## config.mk

```make
export PLATFORM = sky130hd
export DESIGN_NAME = seven_seg_scan_driver
export DESIGN_NICKNAME = d
export VERILOG_FILES = /design/src/rtl/seven_seg_pkg.sv /design/src/rtl/seven_seg_lz_mask.sv /design/src/rtl/seven_seg_scan_driver.sv
export SDC_FILE = /design/constraint.sdc
export NUM_CORES = 1
export LEC_CHECK = 0
export CAP_MARGIN = 20
export CORE_MARGIN = 1.5
export CORE_UTILIZATION = 25
export CTS_CLUSTER_DIAMETER = 80
export DETAILED_ROUTE_END_ITERATION = 7
export HOLD_SLACK_MARGIN = 0.05
export PLACE_DENSITY_LB_ADDON = 0.05
export SYNTH_ARGS = -nofsm -noshare
export SYNTH_HDL_FRONTEND = slang
export SYNTH_SLANG_ARGS = --single-unit
```

## constraint.sdc

```tcl
create_clock -name clk -period 2.3 [get_ports clk]
set_input_delay 0.46 -clock clk [delete_from_list [all_inputs] [get_ports clk]]
set_output_delay 0.46 -clock clk [all_outputs]
set_load 0.02 [all_outputs]
```

## src/rtl/seven_seg_pkg.sv

```systemverilog
// Shared constants and BCD-to-segment decode for the seven-segment scan driver.
// All segment codes are active-low {a,b,c,d,e,f,g}.
package seven_seg_pkg;

  localparam logic [6:0] SEG_OFF  = 7'b1111111;
  localparam logic [6:0] SEG_DASH = 7'b1111110;

  // Codes 10..15 are not valid BCD and show a dash.
  localparam logic [6:0] SEG_TABLE [16] = '{
    7'b0000001, 7'b1001111, 7'b0010010, 7'b0000110,
    7'b1001100, 7'b0100100, 7'b0100000, 7'b0001111,
    7'b0000000, 7'b0000100, SEG_DASH,   SEG_DASH,
    SEG_DASH,   SEG_DASH,   SEG_DASH,   SEG_DASH
  };

  function automatic logic [6:0] bcd_to_seg7(input logic [3:0] bcd);
    return SEG_TABLE[bcd];
  endfunction

endpackage

```

## src/rtl/seven_seg_lz_mask.sv

```systemverilog
// Leading-zero blank mask: bit i is set when digits i..NUM_DIGITS-1 are all zero.
// Digit 0 is never blanked; codes 10..15 count as non-zero.
module seven_seg_lz_mask #(
  parameter int NUM_DIGITS = 4,
  parameter int LZ_BLANK   = 1
) (
  input  logic [4*NUM_DIGITS-1:0] bcd,
  output logic [NUM_DIGITS-1:0]   blank_mask
);

  logic upper_zero;

  always_comb begin
    blank_mask = '0;
    upper_zero = 1'b1;
    for (int i = NUM_DIGITS - 1; i > 0; i--) begin
      upper_zero    = upper_zero & (bcd[4*i +: 4] == 4'd0);
      blank_mask[i] = upper_zero & (LZ_BLANK != 0);
    end
  end

endmodule

```

## src/rtl/seven_seg_scan_driver.sv

```systemverilog
// Time-multiplexed common-anode seven-segment driver: shadow capture, one digit
// per refresh slot, anode guard at slot start, global blank, leading-zero blanking.
module seven_seg_scan_driver
  import seven_seg_pkg::*;
#(
  parameter int NUM_DIGITS       = 4,
  parameter int REFRESH_DIV      = 50000,
  parameter int GUARD_CYCLES     = 16,
  parameter int LZ_BLANK         = 1,
  parameter int ANODE_ACTIVE_LOW = 1,
  localparam int IDX_W = ($clog2(NUM_DIGITS) > 1) ? $clog2(NUM_DIGITS) : 1
) (
  input  logic                    clk,
  input  logic                    rst_n,
  input  logic [4*NUM_DIGITS-1:0] bcd_in,
  input  logic [NUM_DIGITS-1:0]   dp_in,
  input  logic                    load,
  input  logic                    blank_en,
  output logic [6:0]              seg,
  output logic                    dp,
  output logic [NUM_DIGITS-1:0]   anode,
  output logic [IDX_W-1:0]        digit_idx
);

  localparam int PS_W = $clog2(REFRESH_DIV);
  localparam logic [NUM_DIGITS-1:0] ANODE_OFF = (ANODE_ACTIVE_LOW != 0) ? '1 : '0;

  logic [4*NUM_DIGITS-1:0] shadow_q, shadow_d;
  logic [NUM_DIGITS-1:0]   dp_shadow_q, dp_shadow_d;
  logic [PS_W-1:0]         prescaler_q, prescaler_d;
  logic [IDX_W-1:0]        ptr_q, ptr_d;
  logic [IDX_W-1:0]        digit_idx_q, digit_idx_d;
  logic                    started_q, started_d;
  logic [6:0]              seg_q, seg_d;
  logic                    dp_q, dp_d;
  logic [NUM_DIGITS-1:0]   anode_q, anode_d;

  logic                    tick;
  logic                    anode_on;
  logic [NUM_DIGITS-1:0]   onehot;
  logic [NUM_DIGITS-1:0]   blank_mask;

  seven_seg_lz_mask #(
    .NUM_DIGITS (NUM_DIGITS),
    .LZ_BLANK   (LZ_BLANK)
  ) u_lz_mask (
    .bcd        (shadow_q),
    .blank_mask (blank_mask)
  );

  always_comb begin
    shadow_d    = shadow_q;
    dp_shadow_d = dp_shadow_q;
    ptr_d       = ptr_q;
    digit_idx_d = digit_idx_q;
    started_d   = started_q;
    seg_d       = seg_q;
    dp_d        = dp_q;

    tick        = (prescaler_q == PS_W'(REFRESH_DIV - 1));
    prescaler_d = tick ? '0 : prescaler_q + PS_W'(1);

    if (load) begin
      shadow_d    = bcd_in;
      dp_shadow_d = dp_in;
    end

    // Segment data comes from the pre-edge shadow, so a load on the tick edge
    // only shows up from the following tick.
    if (tick) begin
      digit_idx_d = ptr_q;
      ptr_d       = (ptr_q == IDX_W'(NUM_DIGITS - 1)) ? '0 : ptr_q + IDX_W'(1);
      started_d   = 1'b1;
      seg_d       = blank_mask[ptr_q] ? SEG_OFF : bcd_to_seg7(shadow_q[4*ptr_q +: 4]);
      dp_d        = ~dp_shadow_q[ptr_q];
    end

    // Prescaler value after the edge equals cycles elapsed since the last tick.
    anode_on = started_d & ~blank_en & (prescaler_d >= PS_W'(GUARD_CYCLES));
    onehot   = NUM_DIGITS'(1) << digit_idx_d;
    if (anode_on) begin
      anode_d = (ANODE_ACTIVE_LOW != 0) ? ~onehot : onehot;
    end else begin
      anode_d = ANODE_OFF;
    end
  end

  always_ff @(posedge clk or negedge rst_n) begin
    if (!rst_n) begin
      shadow_q    <= '0;
      dp_shadow_q <= '0;
      prescaler_q <= '0;
      ptr_q       <= '0;
      digit_idx_q <= '0;
      started_q   <= 1'b0;
      seg_q       <= SEG_OFF;
      dp_q        <= 1'b1;
      anode_q     <= ANODE_OFF;
    end else begin
      shadow_q    <= shadow_d;
      dp_shadow_q <= dp_shadow_d;
      prescaler_q <= prescaler_d;
      ptr_q       <= ptr_d;
      digit_idx_q <= digit_idx_d;
      started_q   <= started_d;
      seg_q       <= seg_d;
      dp_q        <= dp_d;
      anode_q     <= anode_d;
    end
  end

  assign seg       = seg_q;
  assign dp        = dp_q;
  assign anode     = anode_q;
  assign digit_idx = digit_idx_q;

endmodule
```

==> report_table.html, run 1 <==
<table>
<tr><th>Metric</th><th>Value</th></tr>
<tr><th colspan="2">Run status</th></tr>
<tr><td>Outcome</td><td>finished clean</td></tr>
<tr><th colspan="2">Timing</th></tr>
<tr><td>Clock tree skew after final layout</td><td>0.005853 ns</td></tr>
<tr><td>Min Clock Period, post-route</td><td>~2.1 ns</td></tr>
<tr><td>Slew headroom</td><td>67.92%</td></tr>
<tr><td>Maximum clock rate</td><td>around 470 MHz</td></tr>
<tr><td>Aggregate negative setup slack</td><td>0 ns</td></tr>
<tr><td>Post-Route Hold Slack</td><td>0.1245 ns</td></tr>
<tr><td>Final slew viol count</td><td>0</td></tr>
<tr><td>Setup-failing EPs final</td><td>0</td></tr>
<tr><td>Final count of hold timing violations</td><td>0</td></tr>
<tr><td>Transition at the pin with the smallest max-transition slack</td><td>roughly 0.48 ns</td></tr>
<tr><td>Final worst path period share</td><td>between 90% and 100%</td></tr>
<tr><td>Unrepaired setup endpoints after global routing</td><td>no</td></tr>
<tr><th colspan="2">GRT</th></tr>
<tr><td>Total GRT Usage</td><td>about an eighth</td></tr>
<tr><td>GRT overflow</td><td>0</td></tr>
<tr><td>Via count of the first global-routing pass</td><td>2022</td></tr>
<tr><td>Number of antenna violations at the first check in global routing</td><td>0</td></tr>
<tr><td>Maximum number of pins on one net before global-route repair</td><td>21</td></tr>
<tr><td>First-pass GRT wire length</td><td>~11000 microns</td></tr>
<tr><th colspan="2">Setup path</th></tr>
<tr><td>Nature of the critical path startpoint</td><td>flop</td></tr>
<tr><td>Slowest stage cell on the critical path</td><td>sky130_fd_sc_hd__or4_4</td></tr>
<tr><td>Largest stage delay on the critical path</td><td>0.46 ns</td></tr>
<tr><td>Cell Chain, Critical Path</td><td>ha_1, nand3_1, or4_4, mux2i_1, nor4_4, o32a_1</td></tr>
<tr><td>Critical path capture point type</td><td>flop</td></tr>
<tr><td>Reg2Reg Launch Point</td><td>prescaler_q[0]$_DFF_PN0_</td></tr>
<tr><td>Data arrival, critical path</td><td>between 2 and 2.5 ns</td></tr>
<tr><td>Worst setup path class</td><td>flop to flop</td></tr>
<tr><td>Required time at the worst-slack endpoint</td><td>between 2 and 3 ns</td></tr>
<tr><td>R2r endpoint</td><td>anode[2]$_DFF_PN1_</td></tr>
<tr><td>Worst setup path start</td><td>prescaler_q[0]$_DFF_PN0_</td></tr>
<tr><td>CP Max Fanout</td><td>5</td></tr>
<tr><td>Worst reg2reg setup slack</td><td>0.16 ns</td></tr>
<tr><td>Worst Reg2Reg Path Length in Cells</td><td>6</td></tr>
<tr><th colspan="2">Cells and area</th></tr>
<tr><td>Design area</td><td>3540 sq um</td></tr>
<tr><td>Footprint of the multi-input gates</td><td>around 1400 sq um</td></tr>
<tr><td>Filler cells</td><td>about 1.2k</td></tr>
<tr><td>Inserted Diodes</td><td>0</td></tr>
<tr><td>Count of nets after finishing</td><td>between 300 and 400</td></tr>
<tr><td>FF+latch area</td><td>about 1300 sq um</td></tr>
<tr><td>Cell Count, Final, Fillers Out</td><td>~440</td></tr>
<tr><td>Share of the core filled with cells</td><td>between 30% and 40%</td></tr>
<tr><td>Area growth from synthesis to final layout</td><td>24.96%</td></tr>
<tr><td>Ratio of cells with drive above 1 in the final layout</td><td>22.90%</td></tr>
<tr><th colspan="2">Flow run</th></tr>
<tr><td>Number of maximum-capacitance constraint violations</td><td>0</td></tr>
<tr><th colspan="2">CTS</th></tr>
<tr><td>Source-to-sink clock delay at the later pin of the worst-skew pair</td><td>0.29 ns</td></tr>
<tr><td>Max clock buf depth</td><td>2</td></tr>
<tr><td>Clock net sink count</td><td>53</td></tr>
<tr><td>Max H-tree Level</td><td>2</td></tr>
<tr><td>CTS clk-pin slew, worst paths</td><td>about 0.070 ns</td></tr>
<tr><td>Clock buffer count from CTS</td><td>5</td></tr>
<tr><td>Post-CTS Setup Repair Bufs</td><td>0</td></tr>
<tr><td>Clock tree from TritonCTS</td><td>built</td></tr>
<tr><td>Post-cts repair resize count</td><td>0</td></tr>
<tr><td>Library cell used as clock root buffer</td><td>sky130_fd_sc_hd__clkbuf_16</td></tr>
<tr><td>Hold-fix buffers at CTS</td><td>0</td></tr>
<tr><th colspan="2">Drt</th></tr>
<tr><td>Met2 wire length</td><td>about 2700 microns</td></tr>
<tr><td>Met3 layer wire length in the routed design</td><td>275 microns</td></tr>
<tr><td>Via count</td><td>approximately 2.0k</td></tr>
<tr><td>Average wire per cell in the routed design</td><td>approximately 15 microns</td></tr>
<tr><td>DRC Markers</td><td>0</td></tr>
<tr><td>Routed length on met1</td><td>~3400 microns</td></tr>
<tr><td>Starting DRC count in detailed routing</td><td>59</td></tr>
<tr><td>Final Routed Wirelength</td><td>~6400 microns</td></tr>
<tr><td>Antenna Violating Nets Remaining</td><td>0</td></tr>
<tr><td>DR pass1 iterations</td><td>4</td></tr>
<tr><td>Detailed-route vias per instance</td><td>4.593</td></tr>
<tr><td>Top routing layer in use</td><td>met4</td></tr>
<tr><th colspan="2">Pwr</th></tr>
<tr><td>Total leakage power</td><td>approximately 1.5 nW</td></tr>
<tr><td>Power per cell area</td><td>approximately 540 nW/um^2</td></tr>
<tr><td>Worst ir drop on vdd</td><td>around 0.00031 V</td></tr>
<tr><th colspan="2">Logic synthesis</th></tr>
<tr><td>Post-synthesis async set-or-reset flop share</td><td>100.0%</td></tr>
<tr><td>Area of the mapped netlist</td><td>between 2000 and 3000 sq um</td></tr>
<tr><td>Cell accounting for the most synthesized area</td><td>sky130_fd_sc_hd__dfrtp_1</td></tr>
<tr><td>Number of instances in the synthesized netlist</td><td>approximately 260</td></tr>
<tr><td>Sequential share of the synthesized area</td><td>between 40 and 50%</td></tr>
<tr><td>Ranking of synthesized cells by area</td><td>sky130_fd_sc_hd__dfrtp_1, sky130_fd_sc_hd__dfstp_2, sky130_fd_sc_hd__mux2_2</td></tr>
<tr><td>Flip-flop and latch count after synthesis</td><td>53</td></tr>
<tr><td>Yosys warns</td><td>0</td></tr>
<tr><td>Unique cell type count in the Yosys netlist</td><td>48</td></tr>
<tr><td>Synth top area share</td><td>36.22%</td></tr>
<tr><td>Post-synth EDFFs</td><td>0</td></tr>
<tr><td>Average size of a mapped cell</td><td>around 11 sq um</td></tr>
<tr><td>Synthesized netlist net count</td><td>288</td></tr>
<tr><td>Most used flip-flop cell after synthesis</td><td>sky130_fd_sc_hd__dfrtp_1</td></tr>
<tr><th colspan="2">Floorplan</th></tr>
<tr><td>Floorplan die height</td><td>between 100 and 150 microns</td></tr>
<tr><td>Initial Utilization</td><td>between 20% and 30%</td></tr>
<tr><td># IOs</td><td>38</td></tr>
<tr><td>Area inside the core boundary</td><td>~11000 sq um</td></tr>
<tr><td>Cell Rows</td><td>38</td></tr>
<tr><td>DIE AREA</td><td>approximately 12000 sq um</td></tr>
<tr><td>Floorplan die width</td><td>between 100 and 150 microns</td></tr>
<tr><th colspan="2">Placed design</th></tr>
<tr><td>Half-perimeter wire length after placement</td><td>slightly below 5000 microns</td></tr>
<tr><td>Placed standard-cell area</td><td>roughly 3400 sq um</td></tr>
<tr><td>Port Buffer Count</td><td>37</td></tr>
<tr><td>Final RePlAce weighted congestion</td><td>about 0.80</td></tr>
<tr><td>Cell Count Post-Placement</td><td>approximately 430</td></tr>
<tr><th colspan="2">Hold path</th></tr>
<tr><td>Hold Path Class</td><td>primary input to asynchronous set/reset pin</td></tr>
</table>
==> per-stage QoR <==
step	worst slack, ns	power, mW
2_1_floorplan	0.3159	1.095
3_3_place_gp	0.2449	1.187
3_5_place_dp	0.1721	1.185
4_1_cts	0.1624	1.958
5_1_grt	0.001732	2.014
6_report	0.1601	1.915
==> routing by layer <==
| metal | vias up | GRT usage (%) |
|---|---|---|
| li1 | 987 | - |
| met1 | 968 | 18.07 |
| met2 | 46 | 16.99 |
| met3 | 6 | 2.727 |
| met4 | 0 | 3.247 |
| met5 | - | 0 |
==> cells in the mapped netlist, types with 4 or more instances <==
library cell	instances
sky130_fd_sc_hd__a21oi_1	8
sky130_fd_sc_hd__a31oi_1	4
sky130_fd_sc_hd__buf_2	11
sky130_fd_sc_hd__clkbuf_1	5
sky130_fd_sc_hd__dfrtp_1	41
sky130_fd_sc_hd__dfstp_2	12
sky130_fd_sc_hd__ha_1	8
sky130_fd_sc_hd__inv_1	8
sky130_fd_sc_hd__mux2_2	20
sky130_fd_sc_hd__mux2i_1	4
sky130_fd_sc_hd__mux4_2	5
sky130_fd_sc_hd__nand2_1	18
sky130_fd_sc_hd__nand3_1	9
sky130_fd_sc_hd__nand4_1	4
sky130_fd_sc_hd__nor2_1	27
sky130_fd_sc_hd__nor3_1	8
sky130_fd_sc_hd__o21ai_0	5
sky130_fd_sc_hd__o32a_1	4
sky130_fd_sc_hd__xnor2_1	4
sky130_fd_sc_hd__xor2_1	13
==> worst max path at each step <==
stage | end | slack [ns]
2_1_floorplan | anode[0]$_DFF_PN1_ | 0.32
5_1_grt | anode[2]$_DFF_PN1_ | 0.002
3_3_place_gp | anode[2]$_DFF_PN1_ | 0.24
4_1_cts | anode[2]$_DFF_PN1_ | 0.16
3_5_place_dp | anode[3]$_DFF_PN1_ | 0.17
6_report | anode[2]$_DFF_PN1_ | 0.16
==> cell usage in the layout, fill, tap and decap left out, types with 2 or more instances in the layout <==
master	instances
sky130_fd_sc_hd__dfrtp_1	41
sky130_fd_sc_hd__clkdlybuf4s50_1	36
sky130_fd_sc_hd__nor2_1	27
sky130_fd_sc_hd__mux2_2	20
sky130_fd_sc_hd__nand2_1	18
sky130_fd_sc_hd__buf_4	14
sky130_fd_sc_hd__xor2_1	13
sky130_fd_sc_hd__dfstp_2	12
sky130_fd_sc_hd__nand3_1	9
sky130_fd_sc_hd__inv_1	8
sky130_fd_sc_hd__nor3_1	8
sky130_fd_sc_hd__a21oi_1	8
sky130_fd_sc_hd__ha_1	8
sky130_fd_sc_hd__o21ai_0	5
sky130_fd_sc_hd__mux4_2	5
sky130_fd_sc_hd__clkbuf_16	5
sky130_fd_sc_hd__nand4_1	4
sky130_fd_sc_hd__xnor2_1	4
sky130_fd_sc_hd__a31oi_1	4
sky130_fd_sc_hd__mux2i_1	4
sky130_fd_sc_hd__o32a_1	4
sky130_fd_sc_hd__and2_1	3
sky130_fd_sc_hd__nor2b_1	3
sky130_fd_sc_hd__nor4_4	2
sky130_fd_sc_hd__and3_1	2
sky130_fd_sc_hd__and4bb_1	2
sky130_fd_sc_hd__a21o_1	2
sky130_fd_sc_hd__or4_1	2
sky130_fd_sc_hd__nor4_1	2
==> state kept, by name (all words and copies together) (netlist names) <==
name / cells
anode: 4
shadow_q: 16
digit_idx: 2
seg: 7
started_q: 1
dp: 1
ptr_q: 2
dp_shadow_q: 4
prescaler_q: 16
==> critical path, delay by kind of cell (launching register included) <==
kind,cells,cell delay [ns]
AND/OR/NAND/NOR,3,0.99
adder cells (fa/ha/maj),1,0.23
flip-flops,1,0.45
multiplexers,1,0.17
AO/OA/AOI/OAI,1,0.23
==> final cells by class <==
type                            count  area share [%]
Clock buffer                        6           3.641
Inverter                            8          0.8484
Tap cell                          140           4.949
Timing Repair Buffer               51           13.29
Multi-Input combinational cell    177           38.99
Clock inverter                      2          0.3888
Sequential cell                    53           37.89
==> kinds of logic after synthesis <==
family          count (synthesis)  synth area share, %
simple gates                   93                19.21
flops                          53                47.35
compound gates                 30                7.332
mux                            29                13.34
buf+inv                        26                3.975
xor+xnor                       17                5.256
fa+ha+maj                       8                3.534
==> where the power goes <==
group,internal [mW],leakage [nW],switching [mW]
Clock,0.407,0.0712,0.345
Combinational,0.0961,0.763,0.0743
Sequential,0.968,0.637,0.0251
Total,1.47,1.47,0.444
No activity file was read; power rests on OpenSTA's default activity.
==> inputs of run 2 (changes only) <==
--- a/config.mk
+++ b/config.mk
@@ -7,7 +7,7 @@
 export LEC_CHECK = 0
 export CAP_MARGIN = 20
 export CORE_MARGIN = 1.5
-export CORE_UTILIZATION = 25
+export CORE_UTILIZATION = 50
 export CTS_CLUSTER_DIAMETER = 80
 export DETAILED_ROUTE_END_ITERATION = 7
 export HOLD_SLACK_MARGIN = 0.05
==> run 2 against run 1 <==
Non-clock buffer count fell by 4. Final cell count down 16%. Total power decreased by 12%. Fmax grew 1.6%. Sequential power about the same. Sequential cell count unchanged. First-iteration DRC count increased by 63%. Register-to-register slack improved by 0.03 ns. Clock skew is essentially flat. Via count fell by 1.2%. Global-route usage up 8.0 points. Wire length shrank 17%.
==> report_table.html, run 2 (synthesized netlist as in run 1, its figures left out) <==
<table>
<tr><th>Metric</th><th>Value</th></tr>
<tr><th colspan="2">CTS</th></tr>
<tr><td>CTS clk-pin slew, worst paths</td><td>about 0.090 ns</td></tr>
<tr><td>Max H-tree Level</td><td>2</td></tr>
<tr><td>Max clock buf depth</td><td>2</td></tr>
<tr><td>Clock tree from TritonCTS</td><td>built</td></tr>
<tr><td>Source-to-sink clock delay at the later pin of the worst-skew pair</td><td>0.31 ns</td></tr>
<tr><td>Clock buffer count from CTS</td><td>5</td></tr>
<tr><td>Clock net sink count</td><td>53</td></tr>
<tr><td>Library cell used as clock root buffer</td><td>sky130_fd_sc_hd__clkbuf_8</td></tr>
<tr><th colspan="2">Timing</th></tr>
<tr><td>Setup-failing EPs final</td><td>0</td></tr>
<tr><td>Aggregate negative setup slack</td><td>0 ns</td></tr>
<tr><td>Clock tree skew after final layout</td><td>roughly 0.0060 ns</td></tr>
<tr><td>Unrepaired setup endpoints after global routing</td><td>no</td></tr>
<tr><td>Post-Route Hold Slack</td><td>roughly 0.24 ns</td></tr>
<tr><td>Min Clock Period, post-route</td><td>2.105 ns</td></tr>
<tr><td>Final slew viol count</td><td>0</td></tr>
<tr><td>Slew headroom</td><td>56.82%</td></tr>
<tr><td>Final worst path period share</td><td>between 90% and 100%</td></tr>
<tr><td>Transition at the pin with the smallest max-transition slack</td><td>approximately 0.65 ns</td></tr>
<tr><td>Final count of hold timing violations</td><td>0</td></tr>
<tr><td>Maximum clock rate</td><td>~480 MHz</td></tr>
<tr><th colspan="2">Setup path</th></tr>
<tr><td>R2r endpoint</td><td>anode[0]$_DFF_PN1_</td></tr>
<tr><td>Critical path capture point type</td><td>flop</td></tr>
<tr><td>CP Max Fanout</td><td>12</td></tr>
<tr><td>Worst setup path class</td><td>flop to flop</td></tr>
<tr><td>Worst Reg2Reg Path Length in Cells</td><td>6</td></tr>
<tr><td>Data arrival, critical path</td><td>around 2.3 ns</td></tr>
<tr><td>Capture point of the worst path</td><td>anode[0]$_DFF_PN1_</td></tr>
<tr><td>Worst reg2reg setup slack</td><td>a little under 0.2 ns</td></tr>
<tr><td>Required time at the worst-slack endpoint</td><td>approximately 2.5 ns</td></tr>
<tr><td>Reg2Reg Launch Point</td><td>prescaler_q[0]$_DFF_PN0_</td></tr>
<tr><td>Nature of the critical path startpoint</td><td>flop</td></tr>
<tr><td>Worst setup path start</td><td>prescaler_q[0]$_DFF_PN0_</td></tr>
<tr><th colspan="2">Placed design</th></tr>
<tr><td>Placed standard-cell area</td><td>about 3300 sq um</td></tr>
<tr><td>Port Buffer Count</td><td>37</td></tr>
<tr><td>Cell Count Post-Placement</td><td>between 300 and 400</td></tr>
<tr><td>Final RePlAce weighted congestion</td><td>approximately 0.85</td></tr>
<tr><td>Half-perimeter wire length after placement</td><td>~3900 microns</td></tr>
<tr><th colspan="2">Hold path</th></tr>
<tr><td>Hold Path Class</td><td>primary input to asynchronous set/reset pin</td></tr>
<tr><th colspan="2">Cells and area</th></tr>
<tr><td>Ratio of cells with drive above 1 in the final layout</td><td>between 20% and 30%</td></tr>
<tr><td>Cell Count, Final, Fillers Out</td><td>~370</td></tr>
<tr><td>Inserted Diodes</td><td>0</td></tr>
<tr><td>Top library cells by usage in the layout, fill and taps aside</td><td>sky130_fd_sc_hd__dfrtp_1, sky130_fd_sc_hd__clkdlybuf4s50_1, sky130_fd_sc_hd__nor2_1</td></tr>
<tr><td>Design area</td><td>about 3400 sq um</td></tr>
<tr><td>Area growth from synthesis to final layout</td><td>18.82%</td></tr>
<tr><td>Most common cell after layout, fill and taps aside</td><td>sky130_fd_sc_hd__dfrtp_1</td></tr>
<tr><td>Share of the core filled with cells</td><td>~60%</td></tr>
<tr><td>Count of nets after finishing</td><td>324</td></tr>
<tr><th colspan="2">GRT</th></tr>
<tr><td>Total GRT Usage</td><td>20.00%</td></tr>
<tr><td>Via count of the first global-routing pass</td><td>slightly below 2k</td></tr>
<tr><td>Number of antenna violations at the first check in global routing</td><td>0</td></tr>
<tr><td>GRT overflow</td><td>0</td></tr>
<tr><td>Maximum number of pins on one net before global-route repair</td><td>54</td></tr>
<tr><td>First-pass GRT wire length</td><td>approximately 9600 microns</td></tr>
<tr><th colspan="2">Floorplan</th></tr>
<tr><td>Initial Utilization</td><td>between 50 and 60%</td></tr>
<tr><td>Cell Rows</td><td>27</td></tr>
<tr><td>Floorplan die width</td><td>78.27 microns</td></tr>
<tr><td>Area inside the core boundary</td><td>5473 sq um</td></tr>
<tr><td>Floorplan die height</td><td>roughly 80 microns</td></tr>
<tr><td># IOs</td><td>38</td></tr>
<tr><td>DIE AREA</td><td>between 6000 and 7000 sq um</td></tr>
<tr><th colspan="2">Drt</th></tr>
<tr><td>Via count</td><td>between 1.5k and 2k</td></tr>
<tr><td>Antenna Violating Nets Remaining</td><td>0</td></tr>
<tr><td>Starting DRC count in detailed routing</td><td>96</td></tr>
<tr><td>Detailed-route vias per instance</td><td>between 5 and 6</td></tr>
<tr><td>Final Routed Wirelength</td><td>between 5000 and 6000 microns</td></tr>
<tr><td>DRC Markers</td><td>0</td></tr>
<tr><td>DR pass1 iterations</td><td>4</td></tr>
<tr><td>Average wire per cell in the routed design</td><td>approximately 15 microns</td></tr>
<tr><th colspan="2">Pwr</th></tr>
<tr><td>Power per cell area</td><td>about 500 nW/um^2</td></tr>
<tr><td>Total leakage power</td><td>1.421 nW</td></tr>
<tr><td>Worst ir drop on vdd</td><td>around 0.00029 V</td></tr>
<tr><th colspan="2">Flow run</th></tr>
<tr><td>Number of maximum-capacitance constraint violations</td><td>0</td></tr>
<tr><th colspan="2">Run status</th></tr>
<tr><td>Outcome</td><td>finished clean</td></tr>
</table>
run 2: worst min path at each step:
stage,slack (ns),endpoint,from,cells past startpoint
after floorplan,0.16,digit_idx[0]$_DFF_PN0_,rst_n,0
after global placement,0.47,seg[0]$_DFFE_PN1N_,seg[0]$_DFFE_PN1N_,2
after detailed placement,0.47,seg[0]$_DFFE_PN1N_,seg[0]$_DFFE_PN1N_,2
after CTS,0.28,prescaler_q[11]$_DFF_PN0_,rst_n,2
after global routing,0.32,prescaler_q[13]$_DFF_PN0_,rst_n,2
final,0.24,prescaler_q[13]$_DFF_PN0_,rst_n,2
run 2: worst max-delay path: stages, from the launching register on:
cell and delay, ns:
sky130_fd_sc_hd__dfrtp_1 0.45, sky130_fd_sc_hd__ha_1 0.26, sky130_fd_sc_hd__and3_1 0.27, sky130_fd_sc_hd__and4_2 0.29, sky130_fd_sc_hd__a221oi_1 0.28, sky130_fd_sc_hd__a211oi_2 0.11, sky130_fd_sc_hd__o32a_1 0.37
run 2: per-layer routing:
layer | GRT usage [%] | routed length [microns] | part of all wire [%] | vias to the layer above
met5 | 0 | 0 | 0 | -
met4 | 6.250 | 82 | 1.5 | 0
met3 | 4.535 | 207 | 3.9 | 7
met2 | 30.87 | 2394 | 45 | 40
met1 | 28.14 | 2672 | 50 | 956
li1 | - | - | - | 979
run 2: layout make-up:
type                       count  area [sq um]
timing repair buffer          47         440.4
multi-input combinational    177          1380
clock buffer                   7         76.32
inverter                       8         30.03
clock inverter                 1         7.507
sequential                    53          1341
tap                           72         90.09
fill                         472          2107
run 2: per-stage QoR:
stage | power [mW] | setup WS (ns)
global placement | 1.174 | 0.2650
floorplan | 1.095 | 0.3159
CTS | 1.702 | 0.1103
global route | 1.764 | 0.04345
detailed placement | 1.177 | 0.1538
finish | 1.678 | 0.1948
run 2: report_power, final:
part	internal (mW)	leakage, nW	total, mW	switching, mW
combinational	0.0948	0.745	0.164	0.0696
sequential	0.968	0.637	0.993	0.0250
clock	0.216	0.0385	0.521	0.305
total	1.28	1.42	1.68	0.399
run 2: timing repair:
item,in CTS,in global routing
hold buffers,0,0
setup buffers,0,0
setup endpoints to repair,0,4
resized for setup,0,1
